==> src/rtl/wb_arbiter2.sv <==
// wb_arbiter2 -- two-master, one-slave Wishbone B4 classic arbiter.
//
// Shares one slave between the instruction-fetch master (m0) and the
// load/store master (m1). Contention is resolved round-robin. A grant is held
// for as long as the owning master keeps CYC high, so block and RMW cycles
// are never split. A watchdog ends a stalled access with an error to the
// owning master. The watchdog is disabled when TIMEOUT_CYCLES is 0.
//
// Ports:
//   clk_i, rst_i              clock (rising edge), async active-high reset
//   m0_* / m1_*               master-side Wishbone slave ports
//                             (cyc/stb/we/adr/sel/dat in; dat/ack/err/rty out)
//   s_*                       slave-side Wishbone master port
//   grant_o                   one-hot current grant (01 = m0, 10 = m1, 00 idle)
module wb_arbiter2 #(
  parameter int ADDR_WIDTH     = 32,
  parameter int DATA_WIDTH     = 32,
  parameter int TIMEOUT_CYCLES = 16
) (
  input  logic                    clk_i,
  input  logic                    rst_i,
  // master 0
  input  logic                    m0_cyc_i,
  input  logic                    m0_stb_i,
  input  logic                    m0_we_i,
  input  logic [ADDR_WIDTH-1:0]   m0_adr_i,
  input  logic [DATA_WIDTH/8-1:0] m0_sel_i,
  input  logic [DATA_WIDTH-1:0]   m0_dat_i,
  output logic [DATA_WIDTH-1:0]   m0_dat_o,
  output logic                    m0_ack_o,
  output logic                    m0_err_o,
  output logic                    m0_rty_o,
  // master 1
  input  logic                    m1_cyc_i,
  input  logic                    m1_stb_i,
  input  logic                    m1_we_i,
  input  logic [ADDR_WIDTH-1:0]   m1_adr_i,
  input  logic [DATA_WIDTH/8-1:0] m1_sel_i,
  input  logic [DATA_WIDTH-1:0]   m1_dat_i,
  output logic [DATA_WIDTH-1:0]   m1_dat_o,
  output logic                    m1_ack_o,
  output logic                    m1_err_o,
  output logic                    m1_rty_o,
  // slave
  output logic                    s_cyc_o,
  output logic                    s_stb_o,
  output logic                    s_we_o,
  output logic [ADDR_WIDTH-1:0]   s_adr_o,
  output logic [DATA_WIDTH/8-1:0] s_sel_o,
  output logic [DATA_WIDTH-1:0]   s_dat_o,
  input  logic [DATA_WIDTH-1:0]   s_dat_i,
  input  logic                    s_ack_i,
  input  logic                    s_err_i,
  input  logic                    s_rty_i,
  // debug / performance
  output logic [1:0]              grant_o
);

  // Counter holds 0..TIMEOUT_CYCLES; kept 1 bit wide when the watchdog is off.
  localparam int CW = (TIMEOUT_CYCLES > 0) ? $clog2(TIMEOUT_CYCLES + 1) : 1;
  localparam logic [CW-1:0] C_LIM = CW'((TIMEOUT_CYCLES > 0) ? (TIMEOUT_CYCLES - 1) : 0);
  localparam logic [CW-1:0] C_MAX = CW'((TIMEOUT_CYCLES > 0) ? TIMEOUT_CYCLES : 0);
  localparam logic [CW-1:0] C_ONE = CW'(1);

  typedef enum logic [1:0] {
    IDLE = 2'd0,
    GNT0 = 2'd1,
    GNT1 = 2'd2
  } state_t;

  state_t          r_state;
  state_t          w_state_nxt;
  logic            r_last;      // 1: m1 was granted last, 0: m0 was
  logic            w_last_nxt;
  logic [CW-1:0]   r_cnt;
  logic [CW-1:0]   w_cnt_nxt;
  logic            r_to;        // watchdog fired for the current access
  logic            w_to_nxt;
  logic            w_gstb;      // granted master's strobe, qualified by its cyc
  logic            w_term;
  logic            w_gnt_chg;

  assign w_term    = s_ack_i | s_err_i | s_rty_i;
  assign w_gnt_chg = (w_state_nxt != r_state);

  // Next grant and last-granted tracking.
  always_comb begin
    w_state_nxt = r_state;
    w_last_nxt  = r_last;
    case (r_state)
      IDLE: begin
        if (m0_cyc_i && m1_cyc_i) begin
          // Tie: the master that was not served last wins.
          w_state_nxt = r_last ? GNT0 : GNT1;
        end else if (m0_cyc_i) begin
          w_state_nxt = GNT0;
        end else if (m1_cyc_i) begin
          w_state_nxt = GNT1;
        end else begin
          w_state_nxt = IDLE;
        end
      end
      GNT0: begin
        if (m0_cyc_i) begin
          w_state_nxt = GNT0;
        end else if (m1_cyc_i) begin
          w_state_nxt = GNT1;   // direct handover, no idle bubble
        end else begin
          w_state_nxt = IDLE;
        end
      end
      GNT1: begin
        if (m1_cyc_i) begin
          w_state_nxt = GNT1;
        end else if (m0_cyc_i) begin
          w_state_nxt = GNT0;
        end else begin
          w_state_nxt = IDLE;
        end
      end
      default: begin
        w_state_nxt = IDLE;
      end
    endcase

    if ((w_state_nxt == GNT0) && (r_state != GNT0)) begin
      w_last_nxt = 1'b0;
    end else if ((w_state_nxt == GNT1) && (r_state != GNT1)) begin
      w_last_nxt = 1'b1;
    end else begin
      w_last_nxt = r_last;
    end
  end

  // Slave-side mux and master-side termination routing, driven from the grant.
  always_comb begin
    s_cyc_o  = 1'b0;
    s_stb_o  = 1'b0;
    s_we_o   = 1'b0;
    s_adr_o  = '0;
    s_sel_o  = '0;
    s_dat_o  = '0;
    m0_dat_o = '0;
    m0_ack_o = 1'b0;
    m0_err_o = 1'b0;
    m0_rty_o = 1'b0;
    m1_dat_o = '0;
    m1_ack_o = 1'b0;
    m1_err_o = 1'b0;
    m1_rty_o = 1'b0;
    grant_o  = 2'b00;
    w_gstb   = 1'b0;
    case (r_state)
      GNT0: begin
        // Dropping cyc removes the master from the slave in the same cycle.
        s_cyc_o  = m0_cyc_i;
        s_stb_o  = m0_cyc_i & m0_stb_i & ~r_to;
        s_we_o   = m0_we_i;
        s_adr_o  = m0_adr_i;
        s_sel_o  = m0_sel_i;
        s_dat_o  = m0_dat_i;
        m0_dat_o = s_dat_i;
        m0_ack_o = s_ack_i;
        m0_err_o = s_err_i | r_to;
        m0_rty_o = s_rty_i;
        grant_o  = 2'b01;
        w_gstb   = m0_cyc_i & m0_stb_i;
      end
      GNT1: begin
        s_cyc_o  = m1_cyc_i;
        s_stb_o  = m1_cyc_i & m1_stb_i & ~r_to;
        s_we_o   = m1_we_i;
        s_adr_o  = m1_adr_i;
        s_sel_o  = m1_sel_i;
        s_dat_o  = m1_dat_i;
        m1_dat_o = s_dat_i;
        m1_ack_o = s_ack_i;
        m1_err_o = s_err_i | r_to;
        m1_rty_o = s_rty_i;
        grant_o  = 2'b10;
        w_gstb   = m1_cyc_i & m1_stb_i;
      end
      default: begin
        grant_o = 2'b00;
      end
    endcase
  end

  // Watchdog: count unanswered strobe cycles and raise the timeout flag.
  always_comb begin
    w_cnt_nxt = r_cnt;
    w_to_nxt  = r_to;
    if (TIMEOUT_CYCLES == 0) begin
      w_cnt_nxt = '0;
      w_to_nxt  = 1'b0;
    end else begin
      if (w_gnt_chg || !s_stb_o || w_term) begin
        w_cnt_nxt = '0;
      end else if (r_cnt != C_MAX) begin
        w_cnt_nxt = r_cnt + C_ONE;
      end else begin
        w_cnt_nxt = r_cnt;   // saturate
      end

      // The flag gates the slave strobe off, so it is held until the
      // master withdraws its own strobe.
      if (w_gnt_chg || !w_gstb) begin
        w_to_nxt = 1'b0;
      end else if (s_stb_o && !w_term && (r_cnt == C_LIM)) begin
        w_to_nxt = 1'b1;
      end else begin
        w_to_nxt = r_to;
      end
    end
  end

  // State, last-granted, watchdog registers.
  always_ff @(posedge clk_i or posedge rst_i) begin
    if (rst_i) begin
      r_state <= IDLE;
      r_last  <= 1'b1;
      r_cnt   <= '0;
      r_to    <= 1'b0;
    end else begin
      r_state <= w_state_nxt;
      r_last  <= w_last_nxt;
      r_cnt   <= w_cnt_nxt;
      r_to    <= w_to_nxt;
    end
  end

endmodule

==> config.mk <==
export PLATFORM = sky130hd
export DESIGN_NAME = wb_arbiter2
export DESIGN_NICKNAME = d
export VERILOG_FILES = /design/src/rtl/wb_arbiter2.sv
export SDC_FILE = /design/constraint.sdc
export NUM_CORES = 1
export LEC_CHECK = 0
export ABC_AREA = 1
export CAP_MARGIN = 25
export CORE_AREA = 3 3 123 125
export DETAILED_ROUTE_END_ITERATION = 6
export DIE_AREA = 0 0 126 128
export PLACE_DENSITY = 0.6
export SLEW_MARGIN = 40
export SYNTH_ARGS = -nofsm -noshare
export SYNTH_HDL_FRONTEND = slang
export SYNTH_SLANG_ARGS = --single-unit
export TNS_END_PERCENT = 50
==> constraint.sdc <==
create_clock -name clk_i -period 1.94 [get_ports clk_i]
set_input_delay 0.194 -clock clk_i [delete_from_list [all_inputs] [get_ports clk_i]]
set_output_delay 0.194 -clock clk_i [all_outputs]
set_load 0.05 [all_outputs]
==> results.py <==
metrics = {
    "run_status": {
        "status": "finished clean",
    },
    "timing": {
        "final_period_minus_worst_setup_slack_ns": 1.87,
        "timing.final.setup_violations": 0,
        "finClkSkew_ns": 0.000971,
        "timing.slew.headroom": 0.772,
        "final_hold_viol_count": 0,
        "tightest_slew_ns": 0.341,
        "setup_repair_after_global_routing_missed_its_margin": "true",
        "timing.final.crit_share": 0.965,
        "fmax_ghz": 0.534,
        "final_max_slew_viols": 0,
        "setup-tns-final_ns": 0,
    },
    "routing": {
        "ant_nets": 0,
        "wire_length_after_detailed_routing_mm": 14.1,
        "drt_pass1_iterations": 4,
        "detailedRoute.firstIterationViolations": 189,
        "drt_drc_violations_left": 0,
        "vias_per_cell": 4.10,
        "via_count": 3952,
        "wl_per_cell_um": 14.6,
    },
    "synthesis": {
        "seq_area_frac_synth": 0.102,
        "async_reset_ff_frac": 1.00,
        "synth-edff-count": 0,
        "synth.net_count": 662,
        "ys_seq_elements": 9,
        "synth_largest_area_cell": "sky130_fd_sc_hd__nand2_1",
        "synth-warning-count": 0,
        "most_common_cell_in_the_synthesized_netlist": "sky130_fd_sc_hd__nand2_1",
        "synth_cells": 474,
        "syn-cell-area_um2": 2230,
        "synth_common_cells": "225 x sky130_fd_sc_hd__nand2_1, 87 x sky130_fd_sc_hd__inv_1, 70 x sky130_fd_sc_hd__a21oi_1",
        "yosys_most_used_dff": "sky130_fd_sc_hd__dfrtp_1",
        "avgSynthCellArea_um2": 4.70,
        "netlist_top_cells_area": "sky130_fd_sc_hd__nand2_1 38%, sky130_fd_sc_hd__a21oi_1 16%, sky130_fd_sc_hd__inv_1 15%, sky130_fd_sc_hd__dfrtp_1 9.0%, sky130_fd_sc_hd__ha_1 5.1%",
        "netlist.area_leader.share": 0.379,
        "synth_cell_type_count": 21,
    },
    "finish": {
        "area_added_between_synthesis_and_finish_pct": 198,
        "finish.net_count": 972,
        "area_occupied_by_multi_input_gates_um2": 1730,
        "fraction_of_layout_cells_with_a_size_suffix_above_1": 0.281,
        "final_cells": 963,
        "fillerInstances": 1381,
        "insertedDiodeCount": 0,
        "ff_latch_area_um2": 226,
    },
    "worst_setup_path": {
        "crit_fanout": 40,
        "critPathLaunchType": "register",
        "worstSetupEndpointType": "output pin",
        "reg2reg_from": "r_state[1]$_DFF_PP0_",
        "crit_arrival_ns": 1.68,
        "end_point_of_the_critical_path": "s_dat_o[10]",
        "critical_path_class": "register to output pin",
        "regToRegSetupSlack_ns": 0.25,
        "cells_on_worst_reg2reg_path": 12,
        "timing.critical_path.from": "r_state[0]$_DFF_PP0_",
        "critical_path.reg2reg.endpoint": "r_cnt[3]$_DFFE_PP0P_",
        "timing.critical_path.required_ns": 1.75,
    },
    "global_route": {
        "pin_count_of_the_biggest_net_entering_global_routing": 41,
        "gr-total-overflow": 0,
        "grtUsageTotal": 0.157,
        "via_count_of_the_first_global_routing_pass": 3671,
        "initial_antenna_violation_count": 0,
        "grt_first_pass_wirelength_mm": 20.3,
    },
    "clock_network": {
        "number_of_buffers_on_the_longest_clock_path": 2,
        "clk_latency_ns": 0.24,
        "cts_tree": "done",
        "clkTransAtPathRegs_ns": 0.04,
        "inserted_clock_buffers": 3,
        "cts.sink_count": 9,
        "hold_buffers": 0,
        "cts_root_buf": "sky130_fd_sc_hd__clkbuf_16",
        "cts_htree_levels": 1,
    },
    "floorplanning": {
        "die_height_um": 128,
        "die_x_um": 126,
        "num_io_pins": 322,
        "fp.coreArea_um2": 14000,
        "dieArea_um2": 16100,
        "start_util": 0.159,
        "rows": 43,
    },
    "run": {
        "max_cap_violations": 0,
    },
    "worst_hold_path": {
        "hp-class": "input port to asynchronous set/reset pin",
    },
    "power": {
        "power-per-cell-area_nw_per_um2": 1470,
        "max-vdd-ir-drop_mv": 0.634,
        "p_leak_uw": 0.00317,
    },
    "placement": {
        "hpwlAfterDp_mm": 11.1,
        "gp_routability_congestion": 0.833,
        "place.port_buffers": 321,
        "placed_cells_incl_taps": 954,
    },
}
-- power by group --
group	internal [µW]	switching (µW)	leakage (µW)	total [µW]
registers	226	18.8	0.000120	245
logic	3400	5760	0.00301	9160
clock network	275	89.5	0.0000382	364
total	3900	5870	0.00317	9770
-- per-stage QoR --
step | hold WS (ns) | util | worst slack [ns] | area, µm² | power (µW)
floorplan | 0.0212 | - | -0.232 | 2350 | 5360
global placement | 0.481 | 0.453 | 0.131 | 6340 | 8920
detailed placement | 0.481 | 0.453 | 0.129 | 6340 | 8920
CTS | 0.233 | 0.468 | 0.0238 | 6550 | 9750
global route | 0.264 | 0.474 | -0.0207 | 6630 | 10300
finish | 0.219 | 0.474 | 0.0676 | 6630 | 9770
-- sequential cells by signal, indices dropped and copies added (netlist names) --
register,flops
r_state,2
r_cnt,5
r_last,1
r_to,1
-- how the worst min path moves through the flow --
stage / startpoint / to / slack [ns]
floorplan: rst_i / r_cnt[0]$_DFFE_PP0P_ / 0.02
global placement: rst_i / r_state[1]$_DFF_PP0_ / 0.48
detailed placement: rst_i / r_cnt[1]$_DFFE_PP0P_ / 0.48
CTS: rst_i / r_cnt[0]$_DFFE_PP0P_ / 0.23
global route: rst_i / r_cnt[0]$_DFFE_PP0P_ / 0.26
finish: rst_i / r_cnt[0]$_DFFE_PP0P_ / 0.22
-- layout by cell type (no fill, tap or decap), drive strengths merged --
cell type      synthesis  routed
nor3                   3       3
dfstp                  1       1
o21ai                  5       5
nand3                 10      10
nor2                  11      11
a21oi                 70      70
bufbuf                 0       1
and3                   1       1
nand4                  2       2
dfrtp                  8       8
clkbuf                15       4
inv                   91      91
ha                     9       9
and2                   1       1
clkdlybuf4s50          0     178
buf                   16     157
nand2                229     229
xor2                   2       2
-- routing by layer --
metal | part of all wire | wire (µm) | vias to the layer above | GRT usage
li1 | - | - | 2032 | -
met2 | 0.51 | 7150 | 211 | 0.287
met1 | 0.40 | 5590 | 1696 | 0.197
met4 | 0.016 | 220 | 0 | 0.0372
met3 | 0.079 | 1110 | 13 | 0.0196
met5 | 0 | 0 | - | 0
-- repair_timing --
item	4_1_cts	5_1_grt
pin swaps	1	1
gates resized for setup	7	23
cloned	3	0
setup buffers	2	0
endpoints found under the setup margin	65	33
-- kinds of logic after synthesis --
group,count (synthesis),synth area share
AO/OA/AOI/OAI,75,0.169
XOR/XNOR,2,0.00787
adder cells (fa/ha/maj),9,0.0506
buffers and inverters,122,0.216
flip-flops,9,0.102
AND/OR/NAND/NOR,257,0.455
-- final cells by class --
class,instances,share of cell area
Clock buffer,4,0.0119
Inverter,91,0.0515
Multi-Input combinational cell,343,0.261
Sequential cell,9,0.0341
Tap cell,180,0.0340
Timing Repair Buffer,336,0.608
-- worst max-delay path: stages (launching register included) --
cell and delay, ns:
sky130_fd_sc_hd__dfrtp_1 0.37, sky130_fd_sc_hd__inv_2 0.12, sky130_fd_sc_hd__ha_4 0.24, sky130_fd_sc_hd__buf_12 0.22
sky130_fd_sc_hd__nand2_1 0.10, sky130_fd_sc_hd__a21oi_2 0.13, sky130_fd_sc_hd__buf_4 0.21
Power figures use the tool's default switching activity.
